[src/rtl/dispatcher_pkg.sv]
// Shared types and FETCH geometry for the dispatcher BRAM write side.
package dispatcher_pkg;

    localparam int unsigned EXP_LINES       = 16;
    localparam int unsigned MAN_LINES       = 512;
    localparam int unsigned LINES_PER_FETCH = 528;
    localparam int unsigned BYTES_PER_LINE  = 32;
    localparam int unsigned MAN_BASE_ADDR   = 16;

    typedef enum logic [2:0] {
        IDLE,
        FETCH_EXP,
        FETCH_MAN,
        UNPACK_DRAIN,
        DONE
    } fetch_state_t;

endpackage

[src/rtl/dispatcher_exp_unpacker.sv]
// Walks the 512 packed exponent bytes through the BRAM's combinational packed-read
// port and emits one registered aligned-exponent write per cycle on the target side.
module dispatcher_exp_unpacker
    import dispatcher_pkg::*;
#(
    parameter int unsigned DATA_WIDTH = 256
) (
    input  logic                  clk_i,
    input  logic                  rst_i,
    input  logic                  clear_i,
    input  logic                  start_i,
    input  logic                  target_i,
    input  logic [DATA_WIDTH-1:0] exp_packed_rd_data_i,
    output logic [3:0]            exp_packed_rd_addr_o,
    output logic [8:0]            left_addr_o,
    output logic [7:0]            left_data_o,
    output logic                  left_en_o,
    output logic [8:0]            right_addr_o,
    output logic [7:0]            right_data_o,
    output logic                  right_en_o,
    output logic                  unpack_done_o
);

    logic [9:0] u_q, u_d;
    logic       active_q, active_d;
    logic       done_q, done_d;
    logic [8:0] al_addr_q;
    logic [7:0] al_data_q;
    logic       left_en_q, right_en_q;
    logic [7:0] sel_byte;

    assign sel_byte = exp_packed_rd_data_i[{u_q[4:0], 3'b000} +: 8];

    always_comb begin
        u_d      = u_q;
        active_d = active_q;
        done_d   = done_q;
        if (clear_i) begin
            u_d      = '0;
            active_d = 1'b0;
            done_d   = 1'b0;
        end else if (start_i) begin
            u_d      = '0;
            active_d = 1'b1;
        end else if (active_q) begin
            u_d = u_q + 10'd1;
            if (u_q == 10'(MAN_LINES - 1)) begin
                active_d = 1'b0;
                done_d   = 1'b1;
            end
        end
    end

    // done rises together with the final aligned write, so the FSM can leave on that cycle
    always_ff @(posedge clk_i or posedge rst_i) begin
        if (rst_i) begin
            u_q        <= '0;
            active_q   <= 1'b0;
            done_q     <= 1'b0;
            al_addr_q  <= '0;
            al_data_q  <= '0;
            left_en_q  <= 1'b0;
            right_en_q <= 1'b0;
        end else begin
            u_q        <= u_d;
            active_q   <= active_d;
            done_q     <= done_d;
            left_en_q  <= active_q && !target_i;
            right_en_q <= active_q && target_i;
            if (active_q) begin
                al_addr_q <= u_q[8:0];
                al_data_q <= sel_byte;
            end
        end
    end

    assign exp_packed_rd_addr_o = u_q[8:5];
    assign left_addr_o          = al_addr_q;
    assign left_data_o          = al_data_q;
    assign left_en_o            = left_en_q;
    assign right_addr_o         = al_addr_q;
    assign right_data_o         = al_data_q;
    assign right_en_o           = right_en_q;
    assign unpack_done_o        = done_q;

endmodule

[src/rtl/dispatcher_fetch_writer.sv]
// FETCH write engine: registers 528 stream lines onto the BRAM write port and
// runs the exponent unpacker once the packed-exponent lines are in the BRAM.
module dispatcher_fetch_writer
    import dispatcher_pkg::*;
#(
    parameter int unsigned DATA_WIDTH = 256,
    parameter int unsigned ADDR_WIDTH = 11,
    parameter int unsigned EXP_LINES  = 16,
    parameter int unsigned MAN_LINES  = 512
) (
    input  logic                  i_clk,
    input  logic                  i_reset,
    input  logic                  i_fetch_start,
    input  logic                  i_fetch_target,
    output logic                  o_fetch_busy,
    output logic                  o_fetch_done,
    input  logic [DATA_WIDTH-1:0] i_line_data,
    input  logic                  i_line_valid,
    output logic                  o_line_ready,
    output logic [DATA_WIDTH-1:0] o_wr_data,
    output logic [ADDR_WIDTH-1:0] o_wr_addr,
    output logic                  o_wr_en,
    output logic                  o_wr_target,
    output logic [8:0]            o_left_exp_aligned_wr_addr,
    output logic [7:0]            o_left_exp_aligned_wr_data,
    output logic                  o_left_exp_aligned_wr_en,
    output logic [8:0]            o_right_exp_aligned_wr_addr,
    output logic [7:0]            o_right_exp_aligned_wr_data,
    output logic                  o_right_exp_aligned_wr_en,
    output logic [3:0]            o_exp_packed_rd_addr,
    output logic                  o_exp_packed_rd_target,
    input  logic [DATA_WIDTH-1:0] i_exp_packed_rd_data
);

    localparam int unsigned LINES = EXP_LINES + MAN_LINES;
    localparam int unsigned CW    = $clog2(LINES + 1);

    fetch_state_t state_q, state_d;

    logic [CW-1:0]         line_cnt_q;
    logic                  target_q;
    logic [DATA_WIDTH-1:0] wr_data_q;
    logic [ADDR_WIDTH-1:0] wr_addr_q;
    logic                  wr_en_q;

    logic accept;
    logic start_ok;
    logic last_exp_written;
    logic all_lines_written;
    logic unpack_done;

    assign accept   = i_line_valid && o_line_ready;
    assign start_ok = (state_q == IDLE) && i_fetch_start;

    // Unpack must wait until the last packed line has actually landed in the BRAM
    assign last_exp_written  = (state_q == FETCH_MAN) && wr_en_q
                               && (wr_addr_q == ADDR_WIDTH'(EXP_LINES - 1));
    assign all_lines_written = (line_cnt_q == CW'(LINES)) && !wr_en_q;

    always_ff @(posedge i_clk or posedge i_reset) begin
        if (i_reset) begin
            state_q <= IDLE;
        end else begin
            state_q <= state_d;
        end
    end

    always_comb begin
        state_d = state_q;
        case (state_q)
            IDLE:         if (i_fetch_start) state_d = FETCH_EXP;
            FETCH_EXP:    if (accept && (line_cnt_q == CW'(EXP_LINES - 1))) state_d = FETCH_MAN;
            FETCH_MAN:    if (all_lines_written) state_d = unpack_done ? DONE : UNPACK_DRAIN;
            UNPACK_DRAIN: if (unpack_done) state_d = DONE;
            DONE:         state_d = IDLE;
            default:      state_d = IDLE;
        endcase
    end

    always_comb begin
        o_fetch_busy = 1'b0;
        o_fetch_done = 1'b0;
        o_line_ready = 1'b0;
        case (state_q)
            FETCH_EXP, FETCH_MAN: begin
                o_fetch_busy = 1'b1;
                o_line_ready = (line_cnt_q < CW'(LINES));
            end
            UNPACK_DRAIN: o_fetch_busy = 1'b1;
            DONE:         o_fetch_done = 1'b1;
            default:      ;
        endcase
    end

    always_ff @(posedge i_clk or posedge i_reset) begin
        if (i_reset) begin
            line_cnt_q <= '0;
            target_q   <= 1'b0;
            wr_data_q  <= '0;
            wr_addr_q  <= '0;
            wr_en_q    <= 1'b0;
        end else begin
            if (start_ok) begin
                target_q   <= i_fetch_target;
                line_cnt_q <= '0;
            end else if (accept) begin
                line_cnt_q <= line_cnt_q + CW'(1);
            end
            wr_en_q <= accept;
            if (accept) begin
                wr_data_q <= i_line_data;
                wr_addr_q <= ADDR_WIDTH'(line_cnt_q);
            end
        end
    end

    assign o_wr_data              = wr_data_q;
    assign o_wr_addr              = wr_addr_q;
    assign o_wr_en                = wr_en_q;
    assign o_wr_target            = target_q;
    assign o_exp_packed_rd_target = target_q;

    dispatcher_exp_unpacker #(
        .DATA_WIDTH(DATA_WIDTH)
    ) u_unpacker (
        .clk_i                (i_clk),
        .rst_i                (i_reset),
        .clear_i              (start_ok),
        .start_i              (last_exp_written),
        .target_i             (target_q),
        .exp_packed_rd_data_i (i_exp_packed_rd_data),
        .exp_packed_rd_addr_o (o_exp_packed_rd_addr),
        .left_addr_o          (o_left_exp_aligned_wr_addr),
        .left_data_o          (o_left_exp_aligned_wr_data),
        .left_en_o            (o_left_exp_aligned_wr_en),
        .right_addr_o         (o_right_exp_aligned_wr_addr),
        .right_data_o         (o_right_exp_aligned_wr_data),
        .right_en_o           (o_right_exp_aligned_wr_en),
        .unpack_done_o        (unpack_done)
    );

endmodule

[config.mk]
export PLATFORM = sky130hd
export DESIGN_NAME = dispatcher_fetch_writer
export DESIGN_NICKNAME = d
export VERILOG_FILES = /design/src/rtl/dispatcher_pkg.sv /design/src/rtl/dispatcher_exp_unpacker.sv /design/src/rtl/dispatcher_fetch_writer.sv
export SDC_FILE = /design/constraint.sdc
export NUM_CORES = 1
export LEC_CHECK = 0
export CORE_AREA = 4 4 318 320
export DETAILED_ROUTE_END_ITERATION = 16
export DIE_AREA = 0 0 322 324
export PLACE_DENSITY = 0.37
export SLEW_MARGIN = 10
export SYNTH_ARGS = -nofsm -noshare
export SYNTH_HDL_FRONTEND = slang
export SYNTH_SLANG_ARGS = --single-unit
[constraint.sdc]
create_clock -name i_clk -period 18.9 [get_ports i_clk]
set_clock_uncertainty 0.2 [all_clocks]
set_input_delay 4.725 -clock i_clk [delete_from_list [all_inputs] [get_ports i_clk]]
set_output_delay 4.725 -clock i_clk [all_outputs]
set_load 0.02 [all_outputs]
==> impl_metrics.env <==
export IMPL_rows=115
export IMPL_grt_pass1_vias=12900
export IMPL_areaGrowthSynthToFinish_pct=69.0
export IMPL_grt_usage_pct=12.5
export IMPL_ir_drop_v=0.0000772
export IMPL_post_cts_setup_buffers=0
export IMPL_start_util_pct=15.6
export IMPL_relSlewSlack_pct=27.0
export IMPL_crit_type="in -> reg"
export IMPL_ctsHoldBuffers=0
export IMPL_grt_overflow=0
export IMPL_syn_num_nets=1534
export IMPL_wirelength_mm=68.9
export IMPL_hold_path_class="reg -> reg"
export IMPL_startpoint_type="primary input"
export IMPL_grt_first_pass_wirelength_mm=95.4
export IMPL_yosysMostFrequentCell="dfrtp_1"
export IMPL_crit_arrival_ns=8.44
export IMPL_status="completed"
export IMPL_antenna_found_initial=10
export IMPL_wl_met1_mm=25.2
export IMPL_fin_crit_ns=8.19
export IMPL_grt_start_max_net_pins=151
export IMPL_ys_top_cells_by_count="dfrtp_1, mux2_4, mux2_2, mux2i_1, mux4_2"
export IMPL_layout_cells_non_filler=3133
export IMPL_wire_per_inst_um=22.0
export IMPL_num_vias=11600
export IMPL_ys_seq_elements=312
export IMPL_holdWs_ns=0.304
export IMPL_clock_fmax_mhz=122
export IMPL_drt_initial_drc_count=443
export IMPL_maxCapViolCount=0
export IMPL_cts_tree="yes"
export IMPL_fp_dieW_um=322
export IMPL_top_layer="met5"
export IMPL_drt_pass1_iter_count=4
export IMPL_hold_viol=0
export IMPL_wl_met2_mm=35.3
export IMPL_vias_per_cell=3.69
export IMPL_synth_top_area_share_pct=50.9
export IMPL_required_ns=19.16
export IMPL_fin_nets=2326
export IMPL_numCtsBuffers=42
export IMPL_hold_depth=1
export IMPL_timing_final_crit_share_pct=43.3
export IMPL_p_leak_nw=10.8
export IMPL_core_region_area_mm2=0.0981
export IMPL_cts_sinks=312
export IMPL_setup_ws_ns=10.71
export IMPL_synth_flop_cell="dfrtp_1"
export IMPL_setup_viol=0
export IMPL_clk_latency_ns=0.57
export IMPL_portBuffers=828
export IMPL_synth_area_mm2=0.0153
export IMPL_seq_area_frac_synth_pct=50.9
export IMPL_synth_async_sr_flop_share_pct=100
export IMPL_synth_cell_types=51
export IMPL_placed_cells=3049
export IMPL_wl_met3_mm=6.94
export IMPL_tns_ns=0
export IMPL_worstMarginPinSlew_ns=1.09
export IMPL_yosys_area_top_type="dfrtp_1"
export IMPL_crit_fanout=107
export IMPL_die_area_mm2=0.104
export IMPL_preCtsSetupSlack_ns=10.08
export IMPL_synthTopCellsByArea="dfrtp_1, mux2_4, mux2_2"
export IMPL_layout_drive_gt1_share_pct=21.1
export IMPL_die_h_um=324
export IMPL_drcViolationCount=0
export IMPL_post_cts_resized=0
export IMPL_rsz0062_at_grt="false"
export IMPL_root_buffer="clkbuf_16"
export IMPL_fillCellCount=10200
export IMPL_synthesis_instances=1014
export IMPL_dpl_hpwl_mm=54.2
export IMPL_htree_levels=2
export IMPL_avgSynthCellArea_um2=15.1
export IMPL_place_congestion=0.780
export IMPL_synth_edf_count=0
export IMPL_drv_slew=0
export IMPL_ctsLongestPathBuffers=3
export IMPL_power_density_mw_per_mm2=165
export IMPL_yosys_warnings=0
export IMPL_r2r_worst_path_cells=7
export IMPL_cp_end_kind="register"
export IMPL_clkSlewWorstSetupHoldPaths_ns=0.06
export IMPL_drtAntennaViolNets=0
export IMPL_ios=830
## placed cells by master (no fill, tap or decap), types with 3 or more instances in the layout
cell             count
clkdlybuf4s50_1    828
dfrtp_1            310
mux2_4             200
mux2_2              71
mux2i_1             71
clkbuf_16           42
mux4_2              32
nand2_1             30
nand3_1             23
nor2_1              20
a21oi_1             20
inv_1               16
o21ai_0             16
a22o_1              16
a22oi_1             16
clkbuf_8            12
clkbuf_1            11
nand4_1             10
diode_2              9
o2111ai_1            8
buf_4                8
and2_1               6
xnor2_1              6
and3_1               5
nor3_1               5
xor2_1               4
nor2b_1              4
bufinv_16            4
o31ai_1              3
ha_1                 3
clkinv_2             3
## worst paths after layout
kind / from / end / slack, ns
setup / recovery: i_line_valid / o_wr_data[203] / 10.71
hold / removal: o_wr_data[33] / o_wr_data[33] / 0.30
setup reg to reg: line_cnt_q[6] / o_wr_data[203] / 14.45
hold reg to reg: o_wr_data[33] / o_wr_data[33] / 0.30
max in group asynchronous: i_reset / o_wr_data[145] / 11.99
min in group asynchronous: i_reset / o_wr_data[58] / 4.40
## power breakdown
group	leakage [nW]	internal (W)	switching, W
logic	6.35	0.00119	0.00105
registers	3.71	0.000977	0.000239
clock network	0.701	0.000511	0.000323
total	10.8	0.00268	0.00161
## cell type report
cell class / instances / area [µm²] / area share (%)
repair buffers: 837 / 8370 / 32.3
flip-flops and latches: 312 / 7810 / 30.1
multi-input cells: 595 / 6600 / 25.4
well taps: 1287 / 1610 / 6.21
clock buffers: 65 / 1260 / 4.85
clock inverters: 10 / 169 / 0.651
inverters: 18 / 91.3 / 0.352
diodes: 9 / 22.5 / 0.0869
## worst max-delay path, stage by stage
cell and delay (ns):
clkdlybuf4s50_1 0.49, and3_1 0.43, nand2_4 0.16, inv_16 0.42
buf_4 0.87, buf_4 0.83, mux2_4 0.36
## state kept, by name (all words and copies together), names as in the netlist, 3 cells and up
| signal | count |
|---|---|
| line_cnt_q | 10 |
| state_q | 3 |
| u_unpacker.left_addr_o | 9 |
| o_wr_addr | 10 |
| u_unpacker.left_data_o | 8 |
| o_wr_data | 256 |
| u_unpacker.u_q | 10 |
## logic make-up after synthesis
kind of cell | after synthesis | synth area share [%]
compound gates | 86 | 3.89
xor+xnor | 10 | 0.571
fa+ha+maj | 3 | 0.245
buf+inv | 107 | 6.15
flops | 312 | 50.9
mux | 374 | 34.1
other cells | 1 | 0.0244
simple gates | 121 | 4.12
## per-stage QoR
stage               util, %  instance area [µm²]  total power [W]
floorplan                 -                15300          0.00254
global placement       24.9                24500          0.00350
detailed placement     24.9                24500          0.00350
CTS                    26.4                25900          0.00438
global route           26.4                25900          0.00453
finish                 26.4                25900          0.00429
## routing by layer
layer	GRT usage, %	vias to the layer above
li1	-	5259
met1	13.6	5760
met4	3.87	2
met2	22.2	464
met5	0	-
met3	5.50	74
No activity file was read; power rests on OpenSTA's default activity.
